`src/rtl/ifetch_prefetch_queue_if.sv`:
```
// rtl/ifetch_prefetch_queue_if.sv - fetch-stage bundle: redirect, instruction memory handshake, decode-side head
interface ifetch_prefetch_queue_if #(
  parameter int CW = 3
);
  logic          redirect;
  logic [31:0]   redirect_pc;
  logic          stall_d;
  logic          imem_req;
  logic [31:0]   imem_addr;
  logic          imem_ack;
  logic [31:0]   imem_rdata;
  logic [31:0]   instrD;
  logic [31:0]   pcp1D;
  logic          validD;
  logic [CW-1:0] occupancy;

  modport master (
    input  redirect, redirect_pc, stall_d, imem_ack, imem_rdata,
    output imem_req, imem_addr, instrD, pcp1D, validD, occupancy
  );

  modport slave (
    output redirect, redirect_pc, stall_d, imem_ack, imem_rdata,
    input  imem_req, imem_addr, instrD, pcp1D, validD, occupancy
  );
endinterface

```
`src/rtl/ifetch_prefetch_queue.sv`:
```
// rtl/ifetch_prefetch_queue.sv - fetch PC owner, single-outstanding imem requester and prefetch FIFO feeding decode
module ifetch_prefetch_queue #(
  parameter int          DEPTH    = 4,
  parameter logic [31:0] RESET_PC = 32'h0,
  parameter int          CW       = $clog2(DEPTH + 1)
) (
  input  logic CLK,
  input  logic rst,
  ifetch_prefetch_queue_if.master bus
);
  localparam int PW = $clog2(DEPTH);

  typedef enum logic [1:0] {IDLE, REQ, DRAIN} state_t;

  state_t        state, state_n;
  logic [31:0]   fpc, fpc_n;
  logic [31:0]   addr_q, addr_n;
  logic [CW-1:0] count, next_count;
  logic [PW-1:0] rd_ptr, wr_ptr;
  logic [31:0]   instr_mem [DEPTH];
  logic [31:0]   pcp1_mem  [DEPTH];
  logic          push, pop, empty, space;

  assign empty      = (count == '0);
  assign pop        = !empty && !bus.redirect && !bus.stall_d;
  assign push       = (state == REQ) && bus.imem_ack && !bus.redirect;
  assign next_count = count + CW'(push) - CW'(pop);
  assign space      = (next_count < CW'(DEPTH));

  assign bus.imem_req  = (state != IDLE);
  assign bus.imem_addr = addr_q;
  assign bus.validD    = !empty && !bus.redirect;
  assign bus.instrD    = empty ? 32'h0 : instr_mem[rd_ptr];
  assign bus.pcp1D     = empty ? 32'h0 : pcp1_mem[rd_ptr];
  assign bus.occupancy = count;

  always_comb begin
    state_n = state;
    addr_n  = addr_q;
    fpc_n   = fpc;
    if (bus.redirect) begin
      fpc_n = bus.redirect_pc;
    end else if (push) begin
      fpc_n = fpc + 32'd1;
    end

    case (state)
      IDLE: begin
        if (bus.redirect) begin
          state_n = REQ;
          addr_n  = bus.redirect_pc;
        end else if (space) begin
          state_n = REQ;
          addr_n  = fpc;
        end
      end
      REQ: begin
        // Without an ack the old address must stay on the bus until it completes.
        if (bus.redirect) begin
          if (bus.imem_ack) begin
            addr_n = bus.redirect_pc;
          end else begin
            state_n = DRAIN;
          end
        end else if (bus.imem_ack) begin
          if (space) begin
            addr_n = fpc + 32'd1;
          end else begin
            state_n = IDLE;
          end
        end
      end
      DRAIN: begin
        if (bus.imem_ack) begin
          state_n = REQ;
          addr_n  = bus.redirect ? bus.redirect_pc : fpc;
        end
      end
      default: state_n = IDLE;
    endcase
  end

  always_ff @(posedge CLK or negedge rst) begin
    if (!rst) begin
      state  <= IDLE;
      fpc    <= RESET_PC;
      addr_q <= RESET_PC;
      count  <= '0;
      rd_ptr <= '0;
      wr_ptr <= '0;
    end else begin
      state  <= state_n;
      fpc    <= fpc_n;
      addr_q <= addr_n;
      if (bus.redirect) begin
        count  <= '0;
        rd_ptr <= '0;
        wr_ptr <= '0;
      end else begin
        count <= next_count;
        if (push) wr_ptr <= wr_ptr + PW'(1);
        if (pop)  rd_ptr <= rd_ptr + PW'(1);
      end
    end
  end

  // Storage needs no reset: the head is masked to zero whenever count is zero.
  always_ff @(posedge CLK) begin
    if (push) begin
      instr_mem[wr_ptr] <= bus.imem_rdata;
      pcp1_mem[wr_ptr]  <= fpc + 32'd1;
    end
  end
endmodule

```
`src/flat_wrapper.sv`:
```
// flat-port wrapper written by rule: the top's interface ports become plain ports
module ifetch_prefetch_queue_flat 
#(
  parameter int          DEPTH    = 4,
  parameter logic [31:0] RESET_PC = 32'h0,
  parameter int          CW       = $clog2(DEPTH + 1)
)
  (CLK, rst, bus_redirect, bus_redirect_pc, bus_stall_d, bus_imem_ack, bus_imem_rdata, bus_imem_req, bus_imem_addr, bus_instrD, bus_pcp1D, bus_validD, bus_occupancy);
  ifetch_prefetch_queue_if #(.CW(CW)) bus_i ();
  input  logic CLK;
  input  logic rst;
  input wire logic [$bits(bus_i.redirect)-1:0] bus_redirect;
  input wire logic [$bits(bus_i.redirect_pc)-1:0] bus_redirect_pc;
  input wire logic [$bits(bus_i.stall_d)-1:0] bus_stall_d;
  input wire logic [$bits(bus_i.imem_ack)-1:0] bus_imem_ack;
  input wire logic [$bits(bus_i.imem_rdata)-1:0] bus_imem_rdata;
  output wire logic [$bits(bus_i.imem_req)-1:0] bus_imem_req;
  output wire logic [$bits(bus_i.imem_addr)-1:0] bus_imem_addr;
  output wire logic [$bits(bus_i.instrD)-1:0] bus_instrD;
  output wire logic [$bits(bus_i.pcp1D)-1:0] bus_pcp1D;
  output wire logic [$bits(bus_i.validD)-1:0] bus_validD;
  output wire logic [$bits(bus_i.occupancy)-1:0] bus_occupancy;
  assign bus_i.redirect = bus_redirect;
  assign bus_i.redirect_pc = bus_redirect_pc;
  assign bus_i.stall_d = bus_stall_d;
  assign bus_i.imem_ack = bus_imem_ack;
  assign bus_i.imem_rdata = bus_imem_rdata;
  assign bus_imem_req = bus_i.imem_req;
  assign bus_imem_addr = bus_i.imem_addr;
  assign bus_instrD = bus_i.instrD;
  assign bus_pcp1D = bus_i.pcp1D;
  assign bus_validD = bus_i.validD;
  assign bus_occupancy = bus_i.occupancy;
  ifetch_prefetch_queue #(.DEPTH(DEPTH), .RESET_PC(RESET_PC), .CW(CW)) u_core (.CLK(CLK), .rst(rst), .bus(bus_i));
endmodule
```
`config.mk`:
```
export PLATFORM = sky130hd
export DESIGN_NAME = ifetch_prefetch_queue_flat
export DESIGN_NICKNAME = d
export VERILOG_FILES = /design/src/rtl/ifetch_prefetch_queue_if.sv /design/src/rtl/ifetch_prefetch_queue.sv /design/src/flat_wrapper.sv
export SDC_FILE = /design/constraint.sdc
export NUM_CORES = 1
export LEC_CHECK = 0
export ABC_AREA = 0
export CAP_MARGIN = 20
export CORE_MARGIN = 8
export CORE_UTILIZATION = 38
export DETAILED_ROUTE_END_ITERATION = 12
export SETUP_SLACK_MARGIN = 0.4
export SKIP_LAST_GASP = 1
export SLEW_MARGIN = 20
export SYNTH_ARGS = -nofsm -noshare
export SYNTH_HDL_FRONTEND = slang
export SYNTH_SLANG_ARGS = --single-unit
export TNS_END_PERCENT = 5
```
`constraint.sdc`:
```
create_clock -name CLK -period 3.4 [get_ports CLK]
set_clock_uncertainty 0.1 [all_clocks]
set_input_delay 0.68 -clock CLK [delete_from_list [all_inputs] [get_ports CLK]]
set_output_delay 0.68 -clock CLK [all_outputs]
set_load 0.05 [all_outputs]
```
==> results of run 1 <==
[sequential cells by signal, summed over array words and instances (netlist names)]
name,flops
u_core.instr_mem,128
u_core.state,2
u_core.wr_ptr,2
u_core.fpc,32
u_core.rd_ptr,2
u_core.bus.occupancy,3
u_core.bus.imem_addr,32
u_core.pcp1_mem,128
[cell families after synthesis]
group,synth area share (%)
buffers and inverters,3.335
adder cells (fa/ha/maj),0.7317
AO/OA/AOI/OAI,3.957
flip-flops,64.70
multiplexers,11.45
XOR/XNOR,4.858
AND/OR/NAND/NOR,10.97
[per-layer routing]
layer	track usage, %	wire [µm]	vias up
met2	26.41	17290	233
met4	4.569	796	0
met3	3.214	1910	58
met1	21.34	16290	4419
li1	-	-	3997
met5	0	0	-
[final cells by class]
type                            count  area, µm²
Fill cell                        3406      20110
Sequential cell                   329       9524
Multi-Input combinational cell    558       4752
Timing Repair Buffer              220       2158
Clock buffer                       54       1105
Tap cell                          518      648.1
Clock inverter                     16      128.9
Inverter                           10      37.54
Antenna cell                        1      2.502
[synthesized netlist by cell type (all sizes together) (2+ instances only)]
cell    count  area share (%)
clkbuf     54             2.1
a31o        2            0.12
a21oi      24            0.82
a31oi       5            0.21
xnor2      45             2.7
ha          7            0.60
o31ai      10            0.54
a21o        2            0.10
and2        8            0.34
edfxtp    256              52
or2         4            0.17
nand2b     12            0.51
mux2i      13            0.88
nor2       50             1.3
dfrtp      73              12
nand4      14            0.70
nor3       19            0.65
nand3      28            0.99
nor4       14             1.0
o31a        4            0.26
or3         4            0.17
nand2      56             1.4
nor2b      69             2.9
mux2       10            0.77
buf        19            0.72
mux4       64             9.8
a21boi     12            0.61
and3        6            0.26
a41oi       2            0.12
o21ai      23            0.78
inv         9            0.23
or4         2            0.15
xor2       34             2.0
and4        4            0.24
[path summary, 6_finish.rpt]
kind / to / slack [ns] / depth (start not counted)
worst max-delay path: bus_instrD[8] / 0.35 / 4
worst min-delay path: u_core.bus.imem_addr[18] / 0.05 / 1
worst max register to register: u_core.bus.imem_addr[30] / 0.39 / 13
worst min register to register: u_core.bus.imem_addr[10] / 0.40 / 2
max in group asynchronous: u_core.fpc[11] / 2.43 / 2
min in group CLK: u_core.bus.imem_addr[10] / 0.40 / 2
[power breakdown]
part           internal [W]  switching, W  leakage [nW]
combinational       0.00229       0.00403          2.59
sequential          0.00483      0.000357          3.16
clock               0.00242       0.00159         0.596
total               0.00953       0.00598          6.35
[worst max-delay path, stage by stage (launching register included)]
cell and delay, ns:
dfrtp_4 0.49, buf_8 0.19, mux4_2 0.50, nor2b_1 0.13, dlygate4sd2_1 0.43
[what timing repair did]
item,CTS,global route
pin swaps,0,4
resized for setup,30,9
setup endpoints to repair,81,95
buffers inserted,2,4
gates cloned,1,0
endpoints found under the hold margin,0,0
[per-stage QoR]
stage	setup TNS (ns)	util [%]	total power [W]
6_report	0	47.72	0.01551
3_5_place_dp	-4.946	44.20	0.01157
3_3_place_gp	-4.368	44.20	0.01154
2_1_floorplan	0	-	0.009376
5_1_grt	0	47.72	0.01617
4_1_cts	0	47.58	0.01568
==> flow_summary.yaml, run 1 <==
timing:
  setup_slack_ns: 0.3486
  setup_viol: 0
  min_period_over_period_pct: 89.75
  holdWs_ns: 0.04537
  slew_headroom_pct: 42.67
  hold_violations: 0
  tightest_slew_ns: 0.8522
  rsz0062_at_grt: "true"
  fmaxAchievable_mhz: 327.7
  period_needed_ns: 3.051
  slew_violations: 0
setup_path:
  worstPathMaxFanout: 10
  cp.required_ns: 2.62
  end_kind: "output pin"
  setup.worst_path.start: "u_core.rd_ptr[0]"
  arrival_ns: 2.27
  worstSetupPathType: "reg -> out"
  reg2reg_from: "u_core.bus.occupancy[2]"
  worstSetupStartpointType: "register"
clock_tree:
  cts_tree: "yes"
  clkTransAtPathRegs_ns: 0.06
  cts_root_buffer: "clkbuf_16"
  clock_sinks: 329
  clock_latency_ns: 0.53
  hold_buffers: 0
  cts_made_buffers: 38
  cts-htree-levels: 2
  clockBufferDepth: 3
logic_synthesis:
  synth-edff-count: 256
  ys_warn_count: 0
  syn_inst: 971
  synth_cell_type_count: 61
  ys_ff_latch: 329
  syn_area_um2: 14710
  ys_async_sr_fraction_pct: 22.19
  synth_flop_cell: "edfxtp_1"
  ys_seq_area_share_pct: 64.70
  syn_avg_cell_area_um2: 15.14
  synth_nets: 1048
global_route:
  grt_overflow: 0
  grt_use_total_pct: 16.01
  grt_pass1_vias: 9052
  grt_first_pass_wirelength_um: 55270
  antenna_found_initial: 1
  grt_max_degree: 52
route:
  vias: 8707
  drtPass1Iterations: 5
  postRouteAntennaNets: 0
  routedWlPerCell_um: 21.27
  drcViolationCount: 0
  vias_per_cell: 5.104
  detail_route.iter0.violations: 618
  routed_wl_um: 36290
layout:
  nets: 1234
  final_common_cell: "edfxtp_1"
  final_area_um2: 18360
  final_cells: 1706
  drive_gt1_share_pct: 21.90
  final_cell_mix: "256 x edfxtp_1, 101 x clkdlybuf4s50_1, 79 x buf_4, 69 x nor2b_1, 69 x dfrtp_1"
  syn_to_final_growth_pct: 24.83
floorplanning:
  boundaryPins: 170
  start_util_pct: 38.23
  die_w_um: 212.7
  fp.coreArea_um2: 38470
  die-area_um2: 45250
  die_y_um: 212.7
  num_rows: 72
power:
  vdd_ir_drop_max_mv: 0.6041
  power_leakage_nw: 6.346
  p_per_area_nw_per_um2: 844.8
worst_hold_path:
  hp-class: "in -> async"
job:
  maxCapViolCount: 0
placement:
  dp_slack_ns: -0.2744
  hpwl_um: 24290
  port_buffers: 169
  dpl.cell_count: 1628
  gp_congestion: 0.7985
  placed_area_um2: 17000
status:
  status: "complete, no violations"
Note: power is estimated with default switching activity, not from simulation.
==> inputs of run 2 (changes only) <==
--- a/config.mk
+++ b/config.mk
@@ -5,9 +5,7 @@
 export SDC_FILE = /design/constraint.sdc
 export NUM_CORES = 1
 export LEC_CHECK = 0
-export ABC_AREA = 0
-export CAP_MARGIN = 20
-export CORE_MARGIN = 8
+export ABC_AREA = 1
 export CORE_UTILIZATION = 38
 export DETAILED_ROUTE_END_ITERATION = 12
 export SETUP_SLACK_MARGIN = 0.4
==> flow_summary.yaml, run 2 <==
route:
  routedWlPerCell_um: 18.05
  drtPass1Iterations: 7
  detail_route.iter0.violations: 906
  postRouteAntennaNets: 0
  vias: 10900
  drcViolationCount: 0
  vias_per_cell: 5.062
  routed_wl_um: 38850
layout:
  syn_to_final_growth_pct: 24.71
  multi_input_area_um2: 4472
  nFillCells: 3514
  regArea_um2: 9519
  final_area_um2: 18100
  nets: 1692
  top_regs: "u_core.instr_mem (128), u_core.pcp1_mem (128)"
  final_cell_mix: "337 x nor2_1, 256 x edfxtp_1, 241 x nand2_1, 155 x o21ai_0, 103 x clkdlybuf4s50_1"
  final_common_cell: "nor2_1"
  drive_gt1_share_pct: 11.76
floorplanning:
  die-area_um2: 38980
  num_rows: 71
  fp.coreArea_um2: 37670
  die_w_um: 197.4
  die_y_um: 197.4
  boundaryPins: 170
  start_util_pct: 38.54
clock_tree:
  clock_latency_ns: 0.52
  cts_root_buffer: "clkbuf_16"
  clockBufferDepth: 3
  cts_made_buffers: 36
  clock_sinks: 329
  hold_buffers: 0
  clkTransAtPathRegs_ns: 0.06
  cts-htree-levels: 2
  cts_tree: "yes"
worst_hold_path:
  hp-class: "in -> async"
setup_path:
  cp.required_ns: 2.62
  rrSetupSlack_ns: 0.62
  worstPathMaxFanout: 44
  critPathTopFamily: "buffers and inverters"
  reg2reg_from: "u_core.bus.occupancy[1]"
  worstPathCellList: "buf_4 > buf_8 > nor2_1 > o21ai_0 > a21oi_1 > buf_4"
  end_kind: "output pin"
  cp_slowest_cell: "dfrtp_2"
  path_buf_inv: 3
  worstSetupPathType: "reg -> out"
  arrival_ns: 2.19
  critPathMaxStageDelay_ns: 0.41
  r2r_cells: 19
  cpMostUsedCell: "buf_4"
  r2r_end: "u_core.bus.imem_addr[27]"
  worstSetupStartpointType: "register"
timing:
  tightest_slew_ns: 0.8101
  min_period_over_period_pct: 87.25
  rsz0062_at_grt: "true"
  period_needed_ns: 2.967
  slew_headroom_pct: 45.61
  fmaxAchievable_mhz: 337.1
  holdWs_ns: 0.1413
  slew_violations: 0
  setup_slack_ns: 0.4334
  hold_violations: 0
  setup_viol: 0
power:
  p_seq_share_pct: 31.5
  p_comb_share_pct: 45.5
  finalPower_w: 0.01681
  switchingPower_w: 0.007354
  p_sw_share_pct: 43.74
  p_per_area_nw_per_um2: 928.8
  intPower_w: 0.009459
  clockPowerShare_pct: 23.0
  power_leakage_nw: 6.829
  vdd_ir_drop_max_mv: 0.5801
logic_synthesis:
  synth_flop_cell: "edfxtp_1"
  synthTopCellsByArea: "edfxtp_1 53%, dfrtp_1 13%, nor2_1 8.8%"
  synth_nets: 1523
  ys_ff_latch: 329
  synth-edff-count: 256
  syn_area_um2: 14520
  ys_async_sr_fraction_pct: 22.19
  synth_common_cells: "342 x nor2_1, 256 x edfxtp_1, 241 x nand2_1, 155 x o21ai_0, 100 x a21oi_1"
  netlist.area_leader.share_pct: 52.96
  ys_seq_area_share_pct: 65.55
  syn_avg_cell_area_um2: 10.04
  ys_warn_count: 0
  syn_inst: 1446
  synth.largest_area_cell: "edfxtp_1"
  synth_cell_type_count: 32
  yosysMostFrequentCell: "nor2_1"
global_route:
  antenna_found_initial: 0
  grt_overflow: 0
  grt_max_degree: 65
  grt_first_pass_wirelength_um: 60580
  grt_use_total_pct: 20.05
  grt_pass1_vias: 10630
job:
  maxCapViolCount: 0
status:
  status: "complete, no violations"
placement:
  port_buffers: 169
  placed_area_um2: 16740
  gp_congestion: 0.8850
  hpwl_um: 24090
  dp_slack_ns: -0.06491
## run 2: worst max-delay path by stage
| stage | from | endpoint | slack (ns) | cells past startpoint |
|---|---|---|---|---|
| 2_1_floorplan | bus_redirect | u_core.instr_mem[0][0] | 0.05 | 4 |
| 3_3_place_gp | bus_stall_d | u_core.bus.imem_addr[18] | 0.03 | 16 |
| 3_5_place_dp | bus_stall_d | u_core.bus.imem_addr[17] | -0.06 | 16 |
| 4_1_cts | u_core.bus.occupancy[1] | bus_pcp1D[13] | 0.37 | 6 |
| 5_1_grt | u_core.rd_ptr[1] | bus_instrD[23] | 0.35 | 6 |
| 6_report | u_core.rd_ptr[1] | bus_instrD[21] | 0.43 | 6 |
## run 2: timing repair
action / CTS / global route
setup endpoints to repair: 64 / 90
cloned: 1 / 1
buffers inserted: 0 / 5
gates resized for setup: 9 / 14
pin swaps: 0 / 1
## run 2: worst register-to-register path, stage by stage, from the launching register on
cell and delay, ns:
dfrtp_1 0.40, inv_1 0.08, nand3_1 0.10, inv_2 0.08, nor2_2 0.04, nand2_1 0.07
inv_1 0.06, ha_1 0.27, inv_1 0.06, ha_1 0.14, inv_1 0.05, fa_1 0.38
inv_1 0.07, nand2_1 0.05, nand2_1 0.11, nand3_2 0.10, nand2_4 0.16, buf_12 0.18
nor2_1 0.06, a21oi_1 0.17
## run 2: cell type report
cell class,count,share of cell area (%)
inverter,67,1.472
tap,511,3.532
antenna,1,0.01382
clock inverter,18,1.078
sequential,329,52.58
timing repair buffer,205,11.20
clock buffer,46,5.419
multi-input combinational,976,24.70
## run 2: power groups by stage
stage | registers, W | logic [W] | clock network [W]
after floorplan | 0.00595 | 0.00430 | 0
after global placement | 0.00536 | 0.00736 | 0
after detailed placement | 0.00535 | 0.00743 | 0
after CTS | 0.00529 | 0.00754 | 0.00397
after global routing | 0.00534 | 0.00824 | 0.00412
final | 0.00529 | 0.00765 | 0.00387
## run 2: metrics by stage
step | std cells | setup TNS (ns) | utilization, %
global placement | 2081 | 0 | 44.45
global route | 2152 | 0 | 48.05
detailed placement | 2081 | -0.6514 | 44.45
floorplan | 1446 | 0 | -
finish | 2153 | 0 | 48.06
CTS | 2146 | 0 | 47.75
## run 2: cell families after synthesis
kind of cell               count (synthesis)  synth area share, %
buffers and inverters                    141                4.017
DFF                                      329                65.55
xor gates and xnor gates                  10               0.6034
AOI/OAI and AO/OA                        285                10.30
and+or+nand+nor                          673                18.79
adders and majority gates                  8               0.7413
## run 2: layer usage
metal | up-vias | track usage (%) | part of all wire [%]
met1 | 5236 | 29.18 | 47
met5 | - | 0 | 0
met3 | 49 | 3.620 | 6.3
li1 | 5245 | - | -
met4 | 0 | 4.479 | 1.6
met2 | 369 | 31.10 | 45
==> inputs of run 3 (changes only) <==
--- a/config.mk
+++ b/config.mk
@@ -6,9 +6,11 @@
 export NUM_CORES = 1
 export LEC_CHECK = 0
 export ABC_AREA = 1
-export CORE_UTILIZATION = 38
+export CORE_UTILIZATION = 50
 export DETAILED_ROUTE_END_ITERATION = 12
+export PLACE_DENSITY = 0.75
 export SETUP_SLACK_MARGIN = 0.4
+export SKIP_CTS_REPAIR_TIMING = 1
 export SKIP_LAST_GASP = 1
 export SLEW_MARGIN = 20
 export SYNTH_ARGS = -nofsm -noshare
==> flow_summary.yaml, run 3 (synthesis gave the netlist of run 2 again) <==
route:
  routed_wl_um: 37970
  vias: 11290
  postRouteAntennaNets: 0
  vias_per_cell: 5.583
  detail_route.iter0.violations: 1319
  drcViolationCount: 0
  routedWlPerCell_um: 18.78
  drtPass1Iterations: 6
timing:
  tightest_slew_ns: 0.8399
  setup_viol: 0
  slew_headroom_pct: 44.00
  setup_slack_ns: 0.3756
  fmaxAchievable_mhz: 330.6
  rsz0062_at_grt: "true"
  period_needed_ns: 3.024
  min_period_over_period_pct: 88.95
  holdWs_ns: 0.1789
  slew_violations: 0
  hold_violations: 0
power:
  p_sw_share_pct: 42.14
  p_comb_share_pct: 49.5
  p_seq_share_pct: 29.3
  finalPower_w: 0.01810
  power_leakage_nw: 7.016
  intPower_w: 0.01047
  switchingPower_w: 0.007627
  clockPowerShare_pct: 21.3
  p_per_area_nw_per_um2: 965.4
  vdd_ir_drop_max_mv: 0.5930
floorplanning:
  num_rows: 62
  die_y_um: 172.4
  fp.coreArea_um2: 28630
  start_util_pct: 50.71
  die_w_um: 172.4
  die-area_um2: 29710
  boundaryPins: 170
layout:
  syn_to_final_growth_pct: 29.16
  postLayoutCoreUtil_pct: 65.50
  insertedDiodeCount: 0
  top_regs: "u_core.instr_mem (128), u_core.pcp1_mem (128)"
  nFillCells: 2121
  regArea_um2: 9519
  final_common_cell: "nor2_1"
  drive_gt1_share_pct: 12.15
  multi_input_area_um2: 4488
  final_cell_mix: "337 x nor2_1, 256 x edfxtp_1, 241 x nand2_1, 155 x o21ai_0, 103 x clkdlybuf4s50_1"
  nets: 1688
clock_tree:
  cts_root_buffer: "clkbuf_16"
  clock_sinks: 329
  clock_latency_ns: 0.51
  clockBufferDepth: 3
  cts_made_buffers: 35
  clkTransAtPathRegs_ns: 0.06
  cts-htree-levels: 2
  cts_tree: "yes"
job:
  maxCapViolCount: 0
setup_path:
  rrSetupSlack_ns: 0.63
  end_kind: "output pin"
  arrival_ns: 2.24
  worstPathCellList: "inv_4 > buf_6 > o21ai_0 > a21oi_1 > buf_12"
  worstSetupPathType: "reg -> out"
  setup.worst_path.start: "u_core.rd_ptr[0]"
  cp.required_ns: 2.62
  r2r_cells: 19
  critPathMaxStageDelay_ns: 0.59
  worstSetupStartpointType: "register"
  worstPathMaxFanout: 35
  reg2reg_from: "u_core.bus.occupancy[1]"
  cp_slowest_cell: "dfrtp_4"
  r2r_end: "u_core.bus.imem_addr[29]"
placement:
  hpwl_um: 23000
  dp_slack_ns: -0.007024
  port_buffers: 169
  gp_congestion: 0.9147
global_route:
  antenna_found_initial: 0
  grt_use_total_pct: 25.59
  grt_first_pass_wirelength_um: 57810
  grt_max_degree: 95
  grt_pass1_vias: 11050
  grt_overflow: 0
worst_hold_path:
  hp-class: "in -> async"
status:
  status: "complete, no violations"
[run 3: changes by cell type in the layout (fill, tap and decap cells not counted), moves of 2 or more]
cell,change
a21oi_1,-7
buf_4,-73
buf_12,+67
buf_16,-2
a21oi_2,+7
clkinv_1,+3
inv_6,+3
clkbuf_1,-6
buf_2,+2
buf_6,+2
inv_4,+3
[run 3: power by group through the flow]
| stage | clock network [W] | registers, W | logic [W] |
|---|---|---|---|
| finish | 0.00385 | 0.00530 | 0.00895 |
| global route | 0.00402 | 0.00535 | 0.00948 |
| CTS | 0.00388 | 0.00529 | 0.00872 |
| detailed placement | 0 | 0.00535 | 0.00869 |
| global placement | 0 | 0.00536 | 0.00857 |
| floorplan | 0 | 0.00595 | 0.00430 |
[run 3: layer usage]
metal	part of all wire, %	track usage, %
met5	0	0
met1	42	35.35
met2	48	41.57
met3	7.9	3.891
met4	2.4	8.542
[run 3: worst max path at each step]
stage / to / cells past startpoint
after floorplan: u_core.instr_mem[0][0] / 4
after global placement: u_core.bus.imem_addr[29] / 16
after detailed placement: u_core.bus.imem_addr[23] / 16
after CTS: bus_pcp1D[25] / 6
after global routing: bus_instrD[31] / 5
final: bus_instrD[31] / 5
[run 3: worst max-delay path, delay by kind of cell (launching register included)]
family,cells,cell delay [ns]
AOI/OAI and AO/OA,2,0.49
buffers and inverters,3,0.64
DFF,1,0.59
[run 3: area by class of cell]
type | count | area share, %
clock buffers | 39 | 4.919
clock inverters | 25 | 1.315
inverters | 67 | 1.381
multi-input cells | 976 | 23.94
flip-flops and latches | 329 | 50.77
well taps | 384 | 2.563
repair buffers | 202 | 15.11
[run 3: metrics by stage]
step	setup TNS (ns)	cells	instance area (µm²)
after floorplan	0	1446	14530
after CTS	0	2016	18580
after global routing	0	2022	18750
after detailed placement	-0.01203	1952	17410
after global placement	0	1952	17410
final	0	2022	18750
==> RTL change 1: new RTL, settings of run 2 <==
Reset style: synchronous (`rst`), changed in one clocked block.
--- a/src/rtl/ifetch_prefetch_queue.sv
+++ b/src/rtl/ifetch_prefetch_queue.sv
@@ -82,3 +82,3 @@
 
-  always_ff @(posedge CLK or negedge rst) begin
+  always_ff @(posedge CLK) begin
     if (!rst) begin
Check against the original RTL: differs if rst is asserted again (counterexample within 4 cycles, from zero or initial values and one cycle with rst low); with rst held inactive, the same outputs for 4 cycles.
==> RTL change 1 against run 2 <==
- design area is 1.4% higher
- count of clock-buffer cells in the layout is 5 higher
- critical path depth is 1 lower
- register-to-register slack better by 20 ps
- setup slack better by 26 ps
- routed wire length is 3.0% lower
- first-iteration DRC count is 21% lower
- sequential share of layout area is 2.5 points lower
- synthesized cell count is 5.9% higher
- fmax is 0.89% higher
- sequential cell count is 2 higher
- synthesized area is 0.42% higher
- critical path type unchanged
- largest cell class unchanged
- highest routed layer unchanged
Power is not compared: it rests on default switching activity, and its combinational part moved more than twofold at a synthesized area within 25%.
==> RTL change 1: results (changes against run 2) <==
stage,metric,value,unit,change
placed_design,HPWL after detailed placement,24000,um,"was 24,100 um"
placed_design,Post-Place Cells,2162,,"was 2,081"
worst_setup_path,CP max stage delay,360,ps,was 410 ps
placed_design,Port Buffer Count,169,,unchanged
worst_setup_path,FF-to-FF Start,u_core.bus.occupancy[2]$_SDFF_PP0_,,was u_core.bus.occupancy[1]$_DFF_PN0_
worst_setup_path,slowest CP cell,dfxtp_1,,was dfrtp_2
clocking,"Clk pin slew, worst setup/hold paths",60,ps,about the same
synth,Async SR Flop Fraction,0,,was 0.222
synth,sequential element share of the synthesized area,0.630,,was 0.655
clocking,CTS H-tree lvls,2,,unchanged
route,starting DRC count in detailed routing,716,,was 906
route,DRT Pass-1 Iters,5,,was 7
placed_design,routability cong.,0.870,,was 0.885
hold_path,Hold Path Cell Cnt,2,,
synth,count of cell types in the netlist,37,,was 32
clocking,CTS buffer count,36,,unchanged
power_and_ir_drop,P_clk,0.00358,W,
finish,final net count,1767,,"was 1,692"
synth,Avg Synthesized Cell Area,9.52,um2,was 10.0 um2
synth,Post-synth EDFFs,256,,unchanged
global_routing,Total GRT Usage,0.192,,was 0.200
global_routing,largest net degree at the start of global routing,67,,was 65
placed_design,placed instance area,0.0172,mm2,was 0.0167 mm2
hold_path,worst min path class,reg -> reg,,was in -> async
power_and_ir_drop,maximum VDD drop,0.276,mV,
finish,fraction of layout cells with a size suffix above 1,0.114,,was 0.118
worst_setup_path,worst r2r dst,u_core.bus.imem_addr[4]$_SDFFE_PN0P_,,was u_core.bus.imem_addr[27]$_DFFE_PN0P_
finish,final-layout fill cell count,3436,,"was 3,514"
power_and_ir_drop,Static Leak,6.73,nW,
worst_setup_path,Worst R2R Path Depth,18,,was 19
worst_setup_path,R2R Setup Slk,640,ps,was 620 ps
synth,top post-synthesis cells by area,"edfxtp_1 (53%), dfxtp_1 (10%), nor2_1 (9.0%)",,"was edfxtp_1 (53%), dfrtp_1 (13%), nor2_1 (8.8%)"
route,routed wire length,37700,um,"was 38,900 um"
worst_setup_path,Critical Path AT,2160,ps,was 2190 ps
global_routing,first-pass GRT wire length,58500,um,"was 60,600 um"
sta,Relative slew margins,0.574,,was 0.456
clocking,Worst-Skew Late Latency,520,ps,about the same
worst_setup_path,"Max FO, Critical Path",45,,was 44
run_status,outcome,"complete, no violations",,unchanged
synth,most frequent cells after synthesis,"nor2_1 (348), edfxtp_1 (256), nand2_1 (244), o21ai_0 (178), a21oi_1 (134)",,"was nor2_1 (342), edfxtp_1 (256), nand2_1 (241), o21ai_0 (155), a21oi_1 (100)"
power_and_ir_drop,Seq power,0.00461,W,
route,vias after detailed routing,11100,,"was 10,900"
worst_setup_path,Setup crit end,bus_instrD[13],,was bus_instrD[21]
route,drt wl/cell,16.9,um,was 18.0 um
synth,syn nets,1608,,"was 1,523"
clocking,CTS root buf,clkbuf_16,,unchanged
finish,diode count,0,,was 1
[RTL change 1: final cells by class]
cell class	instances	area share
inverter	103	0.0212
clock inverter	10	0.00273
timing repair buffer	202	0.127
tap	511	0.0348
sequential	331	0.501
multi-input combinational	1016	0.258
clock buffer	51	0.0556
[RTL change 1: cell families (layout without fill, tap and decap cells)]
| group | Yosys count | after routing | share of synthesized area |
|---|---|---|---|
| simple gates | 661 | 661 | 0.183 |
| compound gates | 333 | 333 | 0.118 |
| flops | 331 | 331 | 0.630 |
| buf+inv | 184 | 366 | 0.0506 |
| fa+ha+maj | 8 | 8 | 0.00738 |
| xor+xnor | 14 | 14 | 0.0110 |
[RTL change 1: tightest hold or removal path, cell delays in order, from the launching register on]
cell and delay, ps:
dfxtp_1 300, inv_1 60, a21oi_1 70
[RTL change 1: metrics by stage]
stage	power (W)	setup WS, ps	hold WS [ps]	TNS [ps]
after global placement	0.00586	61.0	340	0
final	0.00940	459	365	0
after detailed placement	0.00588	-28.0	359	-254
after global routing	0.00976	340	398	0
after floorplan	0.00540	-139	336	-35650
after CTS	0.00947	332	370	0
[RTL change 1: repair_timing]
| action | CTS | global route |
|---|---|---|
| cloned | 0 | 1 |
| endpoints found under the setup margin | 37 | 76 |
| resized for setup | 5 | 18 |
| pin swaps | 0 | 1 |
[RTL change 1: per-layer routing]
layer / vias up / track usage / share of wire
met5: - / 0 / 0
met1: 5235 / 0.261 / 0.46
met2: 326 / 0.314 / 0.46
met3: 57 / 0.0339 / 0.057
li1: 5444 / - / -
met4: 0 / 0.0543 / 0.023
==> RTL change 2: new RTL, settings of run 2 <==
Made on the original files. `DEPTH` is set to 4 in 2 places; all go to 8.
--- a/src/rtl/ifetch_prefetch_queue.sv
+++ b/src/rtl/ifetch_prefetch_queue.sv
@@ -2,3 +2,3 @@
 module ifetch_prefetch_queue #(
-  parameter int          DEPTH    = 4,
+  parameter int          DEPTH    = 8,
   parameter logic [31:0] RESET_PC = 32'h0,
--- a/src/flat_wrapper.sv
+++ b/src/flat_wrapper.sv
@@ -3,3 +3,3 @@
 #(
-  parameter int          DEPTH    = 4,
+  parameter int          DEPTH    = 8,
   parameter logic [31:0] RESET_PC = 32'h0,
Ports: changed (resized bus_occupancy); port bits go from 170 to 171. The function was not compared with the original's and may differ.
==> RTL change 2 against run 2 <==
- synthesized area increased by 70%
- worst hold slack got worse by 110 ps
- routed wire length grew 87%
- count of clock-buffer cells in the layout increased by 35
- combinational power increased by 79%
- design area is 76% higher
- sequential cell count rose by 259
- die area grew 69%
- power rose by 73%
- setup slack got worse by 300 ps
- sequential power increased by 68%
- critical path type unchanged
- critical endpoint is now bus_instrD[8]
- highest routed layer is now met5
==> RTL change 2: results (changes against run 2) <==
stage,metric,value,unit,change
worst_setup_path,CP max stage delay,590,ps,was 410 ps
finish,largest registers,"u_core.instr_mem: 256 flops, u_core.pcp1_mem: 256 flops",,"was u_core.instr_mem: 128 flops, u_core.pcp1_mem: 128 flops"
global_routing,met1 Usage GRT,0.298,,was 0.292
route,DRT Pass-1 Iters,5,,was 7
synth,count of cell types in the netlist,42,,was 32
route,top routing layer used,met5,,was met4
global_routing,grt ovf,0,,unchanged
placed_design,routability cong.,0.884,,was 0.885
route,Met1 Routed Length,31500,um,"was 18,200 um"
global_routing,initial antenna violation count,1,,was 0
global_routing,vias in the first global route,17300,,"was 10,600"
route,routed wire length,72600,um,"was 38,900 um"
placed_design,HPWL after detailed placement,38300,um,"was 24,100 um"
route,starting DRC count in detailed routing,1601,,was 906
synth,sequential element share of the synthesized area,0.699,,was 0.655
synth,Async SR Flop Fraction,0.129,,was 0.222
worst_setup_path,Worst R2R Path Depth,15,,was 19
finish,final-layout fill cell count,5543,,"was 3,514"
global_routing,GR Util met2,0.345,,was 0.311
global_routing,first-pass GRT wire length,107000,um,"was 60,600 um"
clocking,Worst-Skew Late Latency,620,ps,was 520 ps
worst_setup_path,Top delay family on crit path,compound AO/OA/AOI/OAI gates,,was buffers and inverters
worst_setup_path,Critical Path AT,2490,ps,was 2190 ps
run_status,outcome,"complete, no violations",,unchanged
worst_setup_path,slowest CP cell,dfrtp_4,,was dfrtp_2
power_and_ir_drop,maximum VDD drop,0.840,mV,was 0.580 mV
clocking,CTS buffer count,59,,was 36
sta,Relative slew margins,0.337,,was 0.456
route,Via density,5.42,,was 5.06
synth,syn nets,2239,,"was 1,523"
global_routing,largest net degree at the start of global routing,60,,was 65
synth,most frequent cells after synthesis,"edfxtp_1 (512), nor2_1 (451), o21ai_0 (323), nand2_1 (287), dfrtp_1 (76)",,"was nor2_1 (342), edfxtp_1 (256), nand2_1 (241), o21ai_0 (155), a21oi_1 (100)"
worst_setup_path,"Max FO, Critical Path",13,,was 44
global_routing,Total GRT Usage,0.214,,was 0.200
global_routing,GRT met3 Usage,0.0319,,was 0.0362
route,met3 wire len,4970,um,was 2450 um
power_and_ir_drop,Static Leak,11.4,nW,was 6.83 nW
placed_design,Placement Setup Slack,182,ps,was -64.9 ps
RTL change 2: cell types whose count changed in the layout (fill, tap and decap cells not counted), sizes merged, moves of 12 or more:
cell	change
buf	+57
edfxtp	+256
clkbuf	+41
o21ai	+181
clkinv	+12
a31oi	+66
a21oi	-60
o22ai	+66
nor2	+111
nand2	+47
RTL change 2: final timing paths:
check	start	to	slack [ps]
min in group CLK	u_core.bus.imem_addr[3]$_DFFE_PN0P_	u_core.bus.imem_addr[3]$_DFFE_PN0P_	390
worst min-delay path	rst	u_core.bus.imem_addr[21]$_DFFE_PN0P_	30
max in group asynchronous	rst	u_core.bus.occupancy[1]$_DFF_PN0_	2450
worst max-delay path	u_core.rd_ptr[1]$_DFFE_PN0P_	bus_instrD[8]	130
worst max register to register	u_core.bus.occupancy[0]$_DFF_PN0_	u_core.bus.imem_addr[26]$_DFFE_PN0P_	460
worst min register to register	u_core.bus.imem_addr[3]$_DFFE_PN0P_	u_core.bus.imem_addr[3]$_DFFE_PN0P_	390
RTL change 2: power breakdown:
part / switching (W) / leakage (nW) / internal, W
clock network: 0.00274 / 0.941 / 0.00384
registers: 0.000352 / 5.54 / 0.00855
logic: 0.00830 / 4.92 / 0.00538
RTL change 2: metrics by stage:
stage | std cells | area, um2 | total power [W]
final | 3284 | 31900 | 0.0292
after global routing | 3282 | 31800 | 0.0303
after CTS | 3269 | 31500 | 0.0289
after detailed placement | 3123 | 28500 | 0.0209
after global placement | 3123 | 28500 | 0.0208
after floorplan | 2161 | 24700 | 0.0156
RTL change 2: worst reg2reg max path, stage by stage (launching register included):
cell and delay, ps:
dfrtp_1 380, inv_1 360, a31oi_2 180, nand2_1 140, inv_1 90, ha_1 280
inv_1 40, ha_1 210, nand3_1 110, nand2_1 60, nand2_1 120, nand4_4 210
nand2_2 170, buf_4 230, nor2_1 60, a21oi_1 130
RTL change 2: cell families (layout without fill, tap and decap cells):
group,after synthesis,after routing,share of synthesized area
simple gates,817,818,0.136
fa+ha+maj,9,9,0.00486
xor+xnor,14,14,0.00648
other cells,0,2,0
compound gates,539,539,0.120
flops,588,588,0.699
buf+inv,194,459,0.0338
RTL change 2: cell type report:
class                   instances  area [um2]  share of cell area
well taps                     855        1070              0.0336
clock inverters                29         384              0.0121
inverters                      69         312             0.00978
clock buffers                  81        1570              0.0493
diodes                          2        5.00            0.000157
repair inverters                4        50.0             0.00157
flip-flops and latches        588       17300               0.543
multi-input cells            1380        6960               0.219
repair buffers                276        4210               0.132
RTL change 2: repair_timing:
action / 4_1_cts / 5_1_grt
setup buffers: 18 / 3
cloned: 18 / 10
endpoints found under the setup margin: 64 / 97
resized for setup: 72 / 36
pin swaps: 6 / 7
